--- src/rtl/vape_er_session_ctrl.sv ---
// vape_er_session_ctrl: ER bound registers and ARMED/RUN/DONE/FAIL sequencing for VAPE monitors (optional VIOLS counter: VAPE_VIOL_CNT_EN)
module vape_er_session_ctrl #(
    parameter logic [15:0] CFG_BASE = 16'h0190,
    parameter int NMON = 4
) (
    input  logic            clk,
    input  logic            puc_rst,
    input  logic [15:0]     pc,
    input  logic [15:0]     data_addr,
    input  logic            data_wr,
    input  logic [15:0]     data_wdata,
    output logic [15:0]     cfg_rdata,
    input  logic [NMON-1:0] mon_exec,
    output logic [15:0]     ER_min,
    output logic [15:0]     ER_max,
    output logic            mon_arm,
    output logic            exec,
    output logic            busy
);
    typedef enum logic [2:0] {IDLE = 3'd0, ARMED = 3'd1, RUN = 3'd2, DONE = 3'd3, FAIL = 3'd4} state_t;
    state_t state, nxt;
    logic [15:0] cycles, viols_rd;
    logic wr_min, wr_max, wr_ctrl, arm, clr, er_wr, viol, locked, cfg_ok;
    assign wr_min  = data_wr && data_addr == CFG_BASE;
    assign wr_max  = data_wr && data_addr == CFG_BASE + 16'h2;
    assign wr_ctrl = data_wr && data_addr == CFG_BASE + 16'h4;
    assign clr     = wr_ctrl && data_wdata[1];
    assign arm     = wr_ctrl && data_wdata[0] && !data_wdata[1];
    assign er_wr   = wr_min || wr_max;
    assign viol    = !(&mon_exec);
    assign locked  = state == ARMED || state == RUN;
    assign cfg_ok  = ER_min <= ER_max && !ER_min[0];
    // next-state selection; violations always win over progress
    always_comb begin
        nxt = state;
        case (state)
            IDLE, DONE, FAIL: nxt = (clr && state != IDLE) ? IDLE : arm ? (cfg_ok ? ARMED : FAIL) : state;
            ARMED: nxt = (viol || arm || er_wr) ? FAIL : pc == ER_min ? RUN : ARMED;
            RUN: nxt = (viol || arm || er_wr || pc < ER_min || pc > ER_max) ? FAIL : pc == ER_max ? DONE : RUN;
            default: nxt = IDLE;
        endcase
    end
    // session state, bound registers, run-cycle counter and registered status outputs
    always_ff @(posedge clk or posedge puc_rst) begin
        if (puc_rst) begin
            state   <= IDLE;
            ER_min  <= '0;
            ER_max  <= '0;
            cycles  <= '0;
            exec    <= 1'b0;
            mon_arm <= 1'b0;
            busy    <= 1'b0;
        end else begin
            state   <= nxt;
            if (wr_min && !locked) ER_min <= data_wdata;
            if (wr_max && !locked) ER_max <= data_wdata;
            cycles  <= (arm && !locked) ? 16'h0 : (state == RUN && cycles != 16'hFFFF) ? cycles + 16'd1 : cycles;
            exec    <= nxt == DONE;
            mon_arm <= nxt == ARMED || nxt == RUN;
            busy    <= nxt == ARMED || nxt == RUN;
        end
    end
`ifdef VAPE_VIOL_CNT_EN
    logic [7:0] viols;
    logic fail_evt;
    assign fail_evt = nxt == FAIL && (state != FAIL || arm);
    // saturating count of FAIL entries, cleared only by reset
    always_ff @(posedge clk or posedge puc_rst) begin
        if (puc_rst) viols <= '0;
        else if (fail_evt && viols != 8'hFF) viols <= viols + 8'd1;
    end
    assign viols_rd = {8'h00, viols};
`else
    assign viols_rd = 16'h0000;
`endif
    // register read mux; CTRL bits are self-clearing so CTRL reads 0
    always_comb begin
        cfg_rdata = data_addr == CFG_BASE ? ER_min :
                    data_addr == CFG_BASE + 16'h2 ? ER_max :
                    data_addr == CFG_BASE + 16'h6 ? {13'd0, state} :
                    data_addr == CFG_BASE + 16'h8 ? cycles :
                    data_addr == CFG_BASE + 16'hA ? viols_rd : 16'h0000;
    end
endmodule

--- config.mk ---
export PLATFORM = sky130hd
export DESIGN_NAME = vape_er_session_ctrl
export DESIGN_NICKNAME = d
export VERILOG_FILES = /design/src/rtl/vape_er_session_ctrl.sv
export SDC_FILE = /design/constraint.sdc
export NUM_CORES = 1
export LEC_CHECK = 0
export CORE_ASPECT_RATIO = 0.5
export CORE_MARGIN = 5
export CORE_UTILIZATION = 45
export DETAILED_ROUTE_END_ITERATION = 16
export PLACE_DENSITY = 0.75
export SYNTH_ARGS = -nofsm -noshare
export SYNTH_HDL_FRONTEND = slang
export SYNTH_SLANG_ARGS = --single-unit
--- constraint.sdc ---
create_clock -name clk -period 2.9 [get_ports clk]
set_input_delay 0.435 -clock clk [delete_from_list [all_inputs] [get_ports clk]]
set_output_delay 0.435 -clock clk [all_outputs]
set_load 0.03 [all_outputs]
# Yosys cells after proc, flatten, opt, wreduce, memory -nomap -nowiden
# Index checks and enable logic that the tools add are counted.
[op_classes]
order_cmp = 3
n_reduce_logical = 28
n_mux = 14
eq_ne = 15
addsub = 1
[op_table]
columns = ["op", "count"]
rows = [
  ["16-bit 2-to-1 mux", 6],
  ["16-bit by 9-bit == test with 1-bit output (second input constant)", 5],
  ["16-bit == test", 2],
  ["16-bit by 1-bit adder with 16-bit output (second input constant)", 1],
  ["16-bit > comparator", 1],
  ["16-bit <= comparator", 1],
  ["16-bit < comparator", 1],
  ["16-bit != test (second input constant)", 1],
  ["3-bit 2-to-1 mux", 5],
  ["3-bit by 2-bit == test with 1-bit output (second input constant)", 4],
  ["1-bit logical AND", 12],
  ["3-bit case mux with 3 select lines", 1],
  ["1-bit logical OR", 7],
  ["3-bit by 1-bit == test with 1-bit output (second input constant)", 2],
  ["1-bit zero test", 4],
  ["4-bit AND reduction", 1],
  ["3-bit == test (second input constant)", 1],
  ["3-bit zero test", 1],
  ["3-bit nonzero test", 1],
  ["3-bit OR reduction", 1],
  ["2-bit 2-to-1 mux", 1],
  ["2-bit nonzero test", 1],
  ["1-bit 2-to-1 mux", 1],
]
[word_totals]
register_bits = 53
output_inout_bits = 51
elab_cells = 67

# Longest topological paths before layout
[logic_depth]
ltp_word = 12
mapped_depth = 9
mapped_depth_nobuf = 9

# Worst setup path after synthesis
# No wires, ideal clock.
[synth_path]
path_type = "input -> output"
from = "input data_addr[0]"
to = "output cfg_rdata[10]"
path_slack_ns = 0.548
t_arrival_ns = 1.917
stages = 5
path_buffers = 1
path_cell_list = "nor4b_4 -> and4_2 -> nand2_1 -> clkbuf_1 -> o21ai_0"
[synth_between]
elab_chain_cells = 5
elab_cells_between_ends = 8
[synth_rtl]
columns = ["item", "line", "rtl"]
rows = [
  ["start: declaration", "9", "input logic [15:0] data_addr,"],
  ["16-bit by 9-bit == test with 1-bit output", "81", "data_addr == CFG_BASE + 16'h8 ? cycles :"],
  ["16-bit 2-to-1 mux", "81", ""],
  ["16-bit 2-to-1 mux", "80", "data_addr == CFG_BASE + 16'h6 ? {13'd0, state} :"],
  ["16-bit 2-to-1 mux", "79", "data_addr == CFG_BASE + 16'h2 ? ER_max :"],
  ["16-bit 2-to-1 mux *", "78", "cfg_rdata = data_addr == CFG_BASE ? ER_min :"],
  ["end: declaration", "12", "output logic [15:0] cfg_rdata,"],
]
# Mark *: on every way between the ends. The rest lies on a longest branch, timed or not.

# Final worst setup path
[layout_path]
from = "input data_addr[0]"
to = "output cfg_rdata[4]"
# The elaborated chain is that of the path after synthesis.

==> impl_metrics.json <==
{
  "status": "finished, final reports clean",
  "insertion_delay_ns": 0.30,
  "syn_nets": 548,
  "syn_area_um2": 4029,
  "dpl.hpwl_mm": 8.933,
  "async_flop_share_pct": 100.0,
  "drcViolationCount": 0,
  "ys.flop_type": "dfrtp_1",
  "cts_buffers": 5,
  "start_util_pct": 46.26,
  "synth.distinct_cells": 51,
  "cts.clk_slew.worst_paths_ns": 0.07,
  "skew_ns": 0.005923,
  "n_antenna_cell": 0,
  "dieHeight_um": 76.91,
  "yosysTopAreaCellShare_pct": 32.92,
  "layout_commonest_cell": "clkdlybuf4s50_1",
  "io_buffer_count": 105,
  "fin_crit_ns": 2.769,
  "dieArea_um2": 11060,
  "crit_arrival_ns": 2.33,
  "rsz0062_at_grt": "false",
  "critical_path_class": "in -> out",
  "cts_root_buf": "clkbuf_16",
  "setup_viol": 0,
  "cellLeakagePower_nw": 2.376,
  "syn_area_per_cell_um2": 9.074,
  "post_cts.repair.setup_buffers": 0,
  "die_w_um": 143.8,
  "ys_ff_latch": 53,
  "crit_required_ns": 2.47,
  "grt_pass1_wl_mm": 18.15,
  "h-tree-depth": 2,
  "maxCapViolations": 0,
  "vias": 3609,
  "yosysSeqAreaShare_pct": 32.92,
  "vias_per_cell": 5.403,
  "place_congestion": 0.8805,
  "routed_wl_mm": 10.96,
  "yosys.area.top_type": "dfrtp_1",
  "cts_resized": 0,
  "fillerInstances": 773,
  "dr.pass1.iters": 4,
  "cp-start-kind": "input pin",
  "ant_nets": 0,
  "drive_gt1_share_pct": 11.43,
  "postCtsHoldBufs": 0,
  "wire_per_inst_um": 16.40,
  "grt-ovfl-total": 0,
  "max_slew_margin_pct": 65.20,
  "hp-class": "in -> async",
  "hold_violations": 0,
  "synth_warnings": 0,
  "cts.sinks": 53,
  "area_growth_pct": 32.48,
  "grt.total_usage_pct": 20.41,
  "syn_inst": 444,
  "grt_max_degree": 54,
  "core_area_um2": 8708,
  "rows": 24,
  "peakVddDrop_v": 0.0002260,
  "drv_slew": 0,
  "end_kind": "primary output",
  "tightest_slew_ns": 0.5150,
  "cts_tree": "yes",
  "synth_edf_count": 0,
  "power_density_nw_per_um2": 289.5,
  "antenna_found_initial": 0,
  "timing.hold.ws_ns": 0.4945,
  "setup_tns_ns": 0,
  "synthTopCellsByArea": "dfrtp_1, ha_1, o21ai_0",
  "nets": 654,
  "utilization_pct": 61.29,
  "cts_buffer_depth": 2,
  "grt_pass1_vias": 3538,
  "ioPinCount": 106,
  "timing.fmax_mhz": 361.1,
  "post-route-period-util_pct": 95.48,
  "layout_common_cells": "clkdlybuf4s50_1, dfrtp_1, ha_1",
  "cp_max_fo": 13,
  "drt-initial-drc-count": 236
}
==> worst max-delay path: stages <==
cell	delay (ns)
clkdlybuf4s50_1	0.44
nor4b_4	0.31
and4_2	0.27
nand2_1	0.23
o21ai_0	0.36
buf_4	0.18
buf_12	0.11
==> Yosys cell counts, types with 2 or more instances <==
cell type / instances
a211o_1: 3
a211oi_1: 3
a21o_1: 5
a21oi_1: 21
a31oi_1: 4
and3_1: 4
and4_1: 2
buf_2: 4
buf_4: 4
buf_6: 2
clkbuf_1: 5
dfrtp_1: 53
ha_1: 49
inv_1: 38
mux2_2: 6
mux2_4: 10
mux2i_1: 17
nand2_1: 46
nand3_1: 14
nand3b_1: 3
nand4_1: 13
nor2_1: 36
nor2b_1: 7
nor3_1: 7
nor4b_4: 2
o211ai_1: 5
o21ai_0: 43
o31a_1: 2
or3_1: 3
xnor2_1: 7
xor2_1: 6
==> metrics by stage <==
stage	instances	setup slack, ns	cell area, um2	total power, mW
floorplan	444	0.5482	4029	0.8268
global placement	660	0.1103	5190	0.9396
detailed placement	660	0.09034	5190	0.9409
CTS	668	0.09051	5336	1.553
global route	668	0.02308	5338	1.603
finish	668	0.1310	5338	1.545
==> where the power goes <==
group          leakage (nW)  internal [mW]  switching [mW]
clock                0.0702          0.323           0.296
combinational          1.73          0.105          0.0826
sequential            0.573          0.739        0.000362
total                  2.38           1.17           0.379
==> area by class of cell <==
cell class                      instances  area (um2)  area share [%]
Clock buffer                            5       125.1           2.344
Clock inverter                          3       21.27          0.3985
Inverter                               39       146.4           2.743
Multi-Input combinational cell        336        2449           45.87
Sequential cell                        53        1326           24.85
Tap cell                              117       146.4           2.743
Timing Repair Buffer                  115        1124           21.05
==> state kept, by name (all words and copies together) (netlist names) <==
register / count
ER_max: 16
ER_min: 16
cycles: 16
state: 3
busy: 1
exec: 1
==> logic make-up after synthesis <==
kind of cell             count (synthesis)  share of synthesized area (%)
AND/OR/NAND/NOR                        148                          19.29
flip-flops                              53                          32.92
XOR/XNOR                                13                          2.826
buffers and inverters                   55                          6.398
AO/OA/AOI/OAI                           93                          13.73
adder cells (fa/ha/maj)                 49                          15.22
multiplexers                            33                          9.627
==> worst paths after layout <==
kind                                     end  slack (ns)  depth (start not counted)         start
max in group asynchronous         ER_max[13]        2.15                          3       puc_rst
min in group clk                  cycles[11]        0.55                          1    cycles[11]
worst max-delay path            cfg_rdata[4]        0.13                          7  data_addr[0]
worst min-delay path               cycles[2]        0.49                          3       puc_rst
worst min register to register    cycles[11]        0.55                          1    cycles[11]
worst max register to register          exec        0.49                          9    ER_min[14]
==> layer usage <==
layer | part of all wire (%) | global-route usage (%)
met1 | 49 | 30.59
met2 | 45 | 30.66
met3 | 5.3 | 3.915
met4 | 1.0 | 3.947
met5 | 0 | 0
Note: power is estimated with default switching activity, not from simulation.
